[src/rtl/mem_access_stage.sv]
// mem_access_stage: memory (ME) pipeline stage.
// Issues one data-memory transaction per load/store over a req/ack handshake,
// stalls the pipeline while the access is outstanding, aligns byte accesses
// and registers the writeback result into the ME pipeline register.
module mem_access_stage (
    input  logic        clk,
    input  logic        rst_n,
    input  logic        flush,
    input  logic        AnyStall,
    input  logic [31:0] Result_EX,
    input  logic [31:0] WrDat_EX,
    input  logic [4:0]  WriteReg_EX,
    input  logic        RegWrite_EX,
    input  logic        MemToReg_EX,
    input  logic        MemWrite_EX,
    input  logic        LoadB_EX,
    input  logic        StoreB_EX,
    input  logic        InstrVal_EX,
    output logic        DmReq,
    output logic        DmWe,
    output logic [31:0] DmAddr,
    output logic [31:0] DmWrDat,
    output logic [3:0]  DmBe,
    input  logic        DmAck,
    input  logic [31:0] DmRdDat,
    output logic        MemStall_ME,
    output logic [31:0] ResultRdDat_ME,
    output logic [4:0]  WriteReg_ME,
    output logic        RegWrite_ME,
    output logic        InstrVal_ME,
    output logic        AdrErr_ME
);

    typedef enum logic [0:0] {IDLE = 1'b0, WAIT = 1'b1} state_t;

    state_t      state_r;
    state_t      stateNext_s;
    logic        done_r;
    logic        doneNext_s;
    logic        discard_r;
    logic        discardNext_s;

    logic        isMem_s;
    logic        memOp_s;
    logic        wordAcc_s;
    logic        misalign_s;
    logic        alignedOp_s;
    logic        validNonMem_s;
    logic        nonMemCap_s;
    logic        ack_s;
    logic [31:0] loadRes_s;

    logic        meVal_s;
    logic        meRw_s;
    logic [4:0]  meWr_s;
    logic [31:0] meRes_s;
    logic        adrErr_s;

    // One-hot byte-lane enable for a byte store; lane 0 is bits 7:0.
    function automatic logic [3:0] laneEnable(input logic [1:0] lane);
        logic [3:0] be;
        case (lane)
            2'd0:    be = 4'b0001;
            2'd1:    be = 4'b0010;
            2'd2:    be = 4'b0100;
            2'd3:    be = 4'b1000;
            default: be = 4'b0001;
        endcase
        return be;
    endfunction

    // Select one byte of the read word and sign-extend it to 32 bits.
    function automatic logic [31:0] loadByte(input logic [31:0] word, input logic [1:0] lane);
        logic [7:0] b;
        case (lane)
            2'd0:    b = word[7:0];
            2'd1:    b = word[15:8];
            2'd2:    b = word[23:16];
            2'd3:    b = word[31:24];
            default: b = word[7:0];
        endcase
        return {{24{b[7]}}, b};
    endfunction

    // Classify the instruction currently held in the EX register.
    always_comb begin
        isMem_s       = InstrVal_EX & (MemToReg_EX | MemWrite_EX);
        memOp_s       = isMem_s & ~done_r;
        wordAcc_s     = ~LoadB_EX & ~StoreB_EX;
        misalign_s    = memOp_s & wordAcc_s & (Result_EX[1:0] != 2'b00);
        alignedOp_s   = memOp_s & ~misalign_s;
        validNonMem_s = InstrVal_EX & ~(MemToReg_EX | MemWrite_EX) & ~done_r;
        nonMemCap_s   = ~isMem_s & ~done_r;
    end

    // Data-memory port; everything is derived from the held EX register so it stays stable in WAIT.
    always_comb begin
        if (state_r == WAIT) begin
            DmReq = 1'b1;
        end else begin
            DmReq = alignedOp_s;
        end
        ack_s       = DmReq & DmAck;
        MemStall_ME = DmReq & ~DmAck;
        DmWe        = DmReq & MemWrite_EX;
        DmAddr      = {Result_EX[31:2], 2'b00};
        if (StoreB_EX & MemWrite_EX) begin
            DmBe    = laneEnable(Result_EX[1:0]);
            DmWrDat = {4{WrDat_EX[7:0]}};
        end else begin
            DmBe    = 4'hF;
            DmWrDat = WrDat_EX;
        end
        if (LoadB_EX) begin
            loadRes_s = loadByte(DmRdDat, Result_EX[1:0]);
        end else begin
            loadRes_s = DmRdDat;
        end
    end

    // Next state of the handshake FSM; a flushed access still runs to DmAck but its data is discarded.
    always_comb begin
        case (state_r)
            IDLE: begin
                if (alignedOp_s & ~DmAck) begin
                    stateNext_s   = WAIT;
                    discardNext_s = flush;
                end else begin
                    stateNext_s   = IDLE;
                    discardNext_s = 1'b0;
                end
            end
            WAIT: begin
                if (DmAck) begin
                    stateNext_s   = IDLE;
                    discardNext_s = 1'b0;
                end else begin
                    stateNext_s   = WAIT;
                    discardNext_s = discard_r | flush;
                end
            end
            default: begin
                stateNext_s   = IDLE;
                discardNext_s = 1'b0;
            end
        endcase
    end

    // Done marks an instruction already handled while EX holds it, so it is never replayed.
    always_comb begin
        if (flush) begin
            doneNext_s = 1'b0;
        end else if (~AnyStall) begin
            doneNext_s = 1'b0;
        end else if (ack_s | misalign_s | validNonMem_s) begin
            doneNext_s = 1'b1;
        end else begin
            doneNext_s = done_r;
        end
    end

    // Next contents of the ME pipeline register; anything not captured becomes a bubble.
    always_comb begin
        meVal_s  = 1'b0;
        meRw_s   = 1'b0;
        meWr_s   = 5'd0;
        meRes_s  = 32'd0;
        adrErr_s = misalign_s & ~flush;
        if (flush | MemStall_ME | done_r) begin
            meVal_s = 1'b0;
        end else if (ack_s) begin
            if (discard_r) begin
                meVal_s = 1'b0;
            end else begin
                meVal_s = 1'b1;
                meRw_s  = RegWrite_EX & ~MemWrite_EX;
                meWr_s  = WriteReg_EX;
                if (MemToReg_EX) begin
                    meRes_s = loadRes_s;
                end else begin
                    meRes_s = Result_EX;
                end
            end
        end else if (nonMemCap_s & InstrVal_EX) begin
            meVal_s = 1'b1;
            meRw_s  = RegWrite_EX;
            meWr_s  = WriteReg_EX;
            meRes_s = Result_EX;
        end else begin
            meVal_s = 1'b0;
        end
    end

    // FSM state and the done/discard flags.
    always_ff @(posedge clk or negedge rst_n) begin
        if (!rst_n) begin
            state_r   <= IDLE;
            done_r    <= 1'b0;
            discard_r <= 1'b0;
        end else begin
            state_r   <= stateNext_s;
            done_r    <= doneNext_s;
            discard_r <= discardNext_s;
        end
    end

    // ME pipeline register feeding the register file and the bypass network.
    always_ff @(posedge clk or negedge rst_n) begin
        if (!rst_n) begin
            InstrVal_ME    <= 1'b0;
            RegWrite_ME    <= 1'b0;
            WriteReg_ME    <= 5'd0;
            ResultRdDat_ME <= 32'd0;
            AdrErr_ME      <= 1'b0;
        end else begin
            InstrVal_ME    <= meVal_s;
            RegWrite_ME    <= meRw_s;
            WriteReg_ME    <= meWr_s;
            ResultRdDat_ME <= meRes_s;
            AdrErr_ME      <= adrErr_s;
        end
    end

endmodule

[config.mk]
export PLATFORM = sky130hd
export DESIGN_NAME = mem_access_stage
export DESIGN_NICKNAME = d
export VERILOG_FILES = /design/src/rtl/mem_access_stage.sv
export SDC_FILE = /design/constraint.sdc
export NUM_CORES = 1
export LEC_CHECK = 0
export ABC_AREA = 1
export CAP_MARGIN = 20
export CORE_AREA = 2 2 114 116
export CTS_BUF_LIST = sky130_fd_sc_hd__clkbuf_8
export DETAILED_ROUTE_END_ITERATION = 6
export DIE_AREA = 0 0 116 118
export PLACE_DENSITY = 0.64
export SYNTH_ARGS = -nofsm -noshare
export SYNTH_HDL_FRONTEND = slang
export SYNTH_SLANG_ARGS = --single-unit
[constraint.sdc]
create_clock -name clk -period 4.82 [get_ports clk]
set_input_delay 1.205 -clock clk [delete_from_list [all_inputs] [get_ports clk]]
set_output_delay 1.205 -clock clk [all_outputs]
set_load 0.05 [all_outputs]
==> metrics.md <==
| Metric | Value |
|---|---|
| Row cnt | 41 |
| Simple-Gate Fraction of Synth Area | 45.3% |
| Fin nets | between 800 and 900 |
| Placement Setup Slack | roughly 0.94 ns |
| Final Core Density | roughly half |
| Vias in the first global route | 4,014 |
| First-pass GRT wire length | 20,900 um |
| Ys flop type | dfrtp_1 |
| VDD IR-drop max | between 0.00008 and 0.00009 V |
| Worst Setup End Kind | output port |
| Slew margin rel. | 53.8% |
| N_diodes | 0 |
| Syn Area/Cell | approximately 6.4 um^2 |
| Yosys Warn Count | 0 |
| Maximum fanout along the worst path | 7 |
| Vertical die dimension | around 120 um |
| Non-filler cells, final | around 920 |
| DPL Wire Length | approximately 11,000 um |
| Worst skew pair latency | roughly 0.31 ns |
| TritonCTS buffer count | 5 |
| Gr ovfl total | 0 |
| Skew final | about 0.0083 ns |
| Synthesized instance count | 573 |
| Antenna-violating nets left | 0 |
| Postcts setup bufs | 0 |
| Final setup viols | 0 |
| Status | completed |
| Fraction of synthesized area in multiplexers | 0% |
| Critical path launch point type | input pin |
| Slack of the critical path | about 0.9 ns |
| Share of cells above drive strength 1 | 17.6% |
| Min Tclk post-route | just under 4 ns |
| Die width | about 120 um |
| Final WL | around 14,000 um |
| Placed insts | between 900 and 1,000 |
| Largest net degree at the start of global routing | 44 |
| Grt met3 use | just over 6% |
| CTS tree | yes |
| RD Place Congestion | 1.05 |
| Cell variety after synth | 30 |
| Mapped Area | about 0.0037 mm^2 |
| DR pass1 iterations | 5 |
| Leak pwr | 3.05 nW |
| Ports | 223 |
| Initial antenna violation count | 0 |
| Initial DRC Count | 200 |
| Sink Count | 43 |
| Final Hold Fails | 0 |
| #FFs+latches synth | 43 |
| Fill count | 1,229 |
| Worst-margin pin slew | approximately 0.69 ns |
| Sequential share of the synthesized area | 29.3% |
| Post-synth ARST share | 100% |
| Post-cts resize count | 0 |
| M1 GR Usage | about 23% |
| Maxcap violations | 0 |
| CP Class | in2out |
| Root Buffer | clkbuf_8 |
| Area of the multi-input gates | between 0.0015 and 0.002 mm^2 |
| Area Growth Syn to Fin | 67.3% |
| Drt drc | 0 |
| H-tree Lvls | 2 |
| Vias | 4,104 |
| Final setup TNS | 0 ns |
| RSZ-0062 raised after global routing | no |
| Hold Buf Count CTS | 0 |
| Most Crowded Layer GR | met2 |
| Arrival @ worst endpoint | 2.70 ns |
| Final cycle utilization of the critical path | 80.9% |
| Met2 Use GR | 34.9% |
| Routed wire length per instance | roughly 15 um |
| Die Area | 0.0137 mm^2 |
| Port bufs | between 200 and 250 |
| Combinational family with the most area after synthesis | simple AND/OR/NAND/NOR gates |
| Core Area | ~0.012 mm^2 |
| Synth Area in Compound Gates | approximately 7% |
| DR vias/cell | ~4.5 |
| Hold crit path type | reg2reg |
| Register area | about 0.0011 mm^2 |
| Adder-cell area share of the yosys netlist | 0% |
| Overall Global Routing Usage | around a fifth |
| Worst-case clock buffer depth | 2 |
| CP required | ~3.6 ns |
| Total power | approximately 1.4 mW |
| Initial Utilization | around 30% |
| Clk pin slew, worst setup/hold paths | roughly 0.09 ns |
| Fmax achieved | 256 MHz |
| Power Dens Cells | between 200 and 250 mW/mm^2 |
| Post-Synth XOR/XNOR Area | 0% |
| EDFF count, synth | 0 |
| Max Slew Vio Count | 0 |
==> kinds of logic after synthesis <==
kind of cell / count (synthesis)
simple gates: 363
flops: 43
compound gates: 44
buf+inv: 122
other cells: 1
==> stage by stage <==
step / instance area, um^2 / hold WS, ns
global placement: 5980 / 0.568
floorplan: 3670 / 0.491
detailed placement: 5980 / 0.542
global route: 6130 / 0.633
finish: 6130 / 0.580
CTS: 6110 / 0.578
==> critical path, cell delays in order <==
cell	delay, ns
clkdlybuf4s50_1	0.64
inv_2	0.15
nand2_4	0.14
nand2_4	0.07
nand2_8	0.10
nand2_8	0.09
nand2_8	0.09
inv_1	0.06
buf_12	0.14
==> cell usage in the layout (no fill, tap or decap) <==
| cell type | instances |
|---|---|
| a21oi_1 | 6 |
| a21oi_4 | 2 |
| buf_12 | 32 |
| buf_2 | 1 |
| buf_4 | 5 |
| bufinv_16 | 2 |
| clkbuf_8 | 5 |
| clkdlybuf4s50_1 | 188 |
| clkinv_1 | 1 |
| clkinvlp_4 | 1 |
| conb_1 | 2 |
| dfrtp_1 | 43 |
| inv_1 | 51 |
| inv_2 | 7 |
| nand2_1 | 248 |
| nand2_2 | 20 |
| nand2_4 | 3 |
| nand2_8 | 3 |
| nand3_1 | 11 |
| nand3_2 | 1 |
| nand3_4 | 1 |
| nand4_1 | 1 |
| nand4_2 | 1 |
| nor2_1 | 26 |
| nor2_2 | 24 |
| nor2_8 | 1 |
| nor3_1 | 1 |
| o21ai_0 | 31 |
| o21ai_1 | 1 |
| o21bai_1 | 3 |
| o22ai_1 | 1 |
| or2_2 | 22 |
==> area by class of cell <==
class | instances | area share [%]
sequential | 43 | 17.5
clock inverter | 3 | 1.10
inverter | 59 | 3.61
tap | 172 | 3.51
multi-input combinational | 409 | 31.3
clock buffer | 5 | 1.12
timing repair buffer | 226 | 41.8
==> flip-flops by register name, indices dropped and copies added (netlist names) <==
signal and cells:
AdrErr_ME 1, InstrVal_ME 1, RegWrite_ME 1, ResultRdDat_ME 32
WriteReg_ME 5, discard_r 1, done_r 1, state_r 1
==> power by group <==
part / total (mW) / internal (mW) / switching, mW
clock: 0.347 / 0.207 / 0.140
sequential: 0.382 / 0.377 / 0.00499
combinational: 0.684 / 0.276 / 0.408
total: 1.41 / 0.860 / 0.553
==> worst paths after layout <==
kind	start	to	slack, ns	cells past startpoint
worst max register to register	done_r	ResultRdDat_ME[5]	2.63	9
min in group asynchronous	rst_n	WriteReg_ME[3]	0.76	1
worst min-delay path	state_r	discard_r	0.58	2
worst min register to register	state_r	discard_r	0.58	2
max in group asynchronous	rst_n	ResultRdDat_ME[3]	3.60	2
worst max-delay path	Result_EX[1]	MemStall_ME	0.92	9
==> synth_stat cells (3+ instances only) <==
cell type | number | area (um^2)
nor2_1 | 26 | 97.6
nand2_8 | 3 | 60.1
buf_2 | 6 | 30.0
nand2_2 | 20 | 125
nand2_1 | 248 | 931
o21bai_1 | 3 | 22.5
inv_2 | 7 | 26.3
buf_4 | 43 | 323
o21ai_0 | 31 | 155
inv_1 | 51 | 191
nand2_4 | 3 | 33.8
clkbuf_1 | 10 | 37.5
nand3_1 | 11 | 55.1
a21oi_1 | 6 | 30.0
dfrtp_1 | 43 | 1080
nor2_2 | 24 | 150
or2_2 | 22 | 138
==> layer usage <==
metal  wire [um]  vias to the layer above
li1            -                     2014
met1        5330                     1865
met2        6820                      210
met3        1350                       15
met4         146                        0
met5           0                        -
Power figures use the tool's default switching activity.
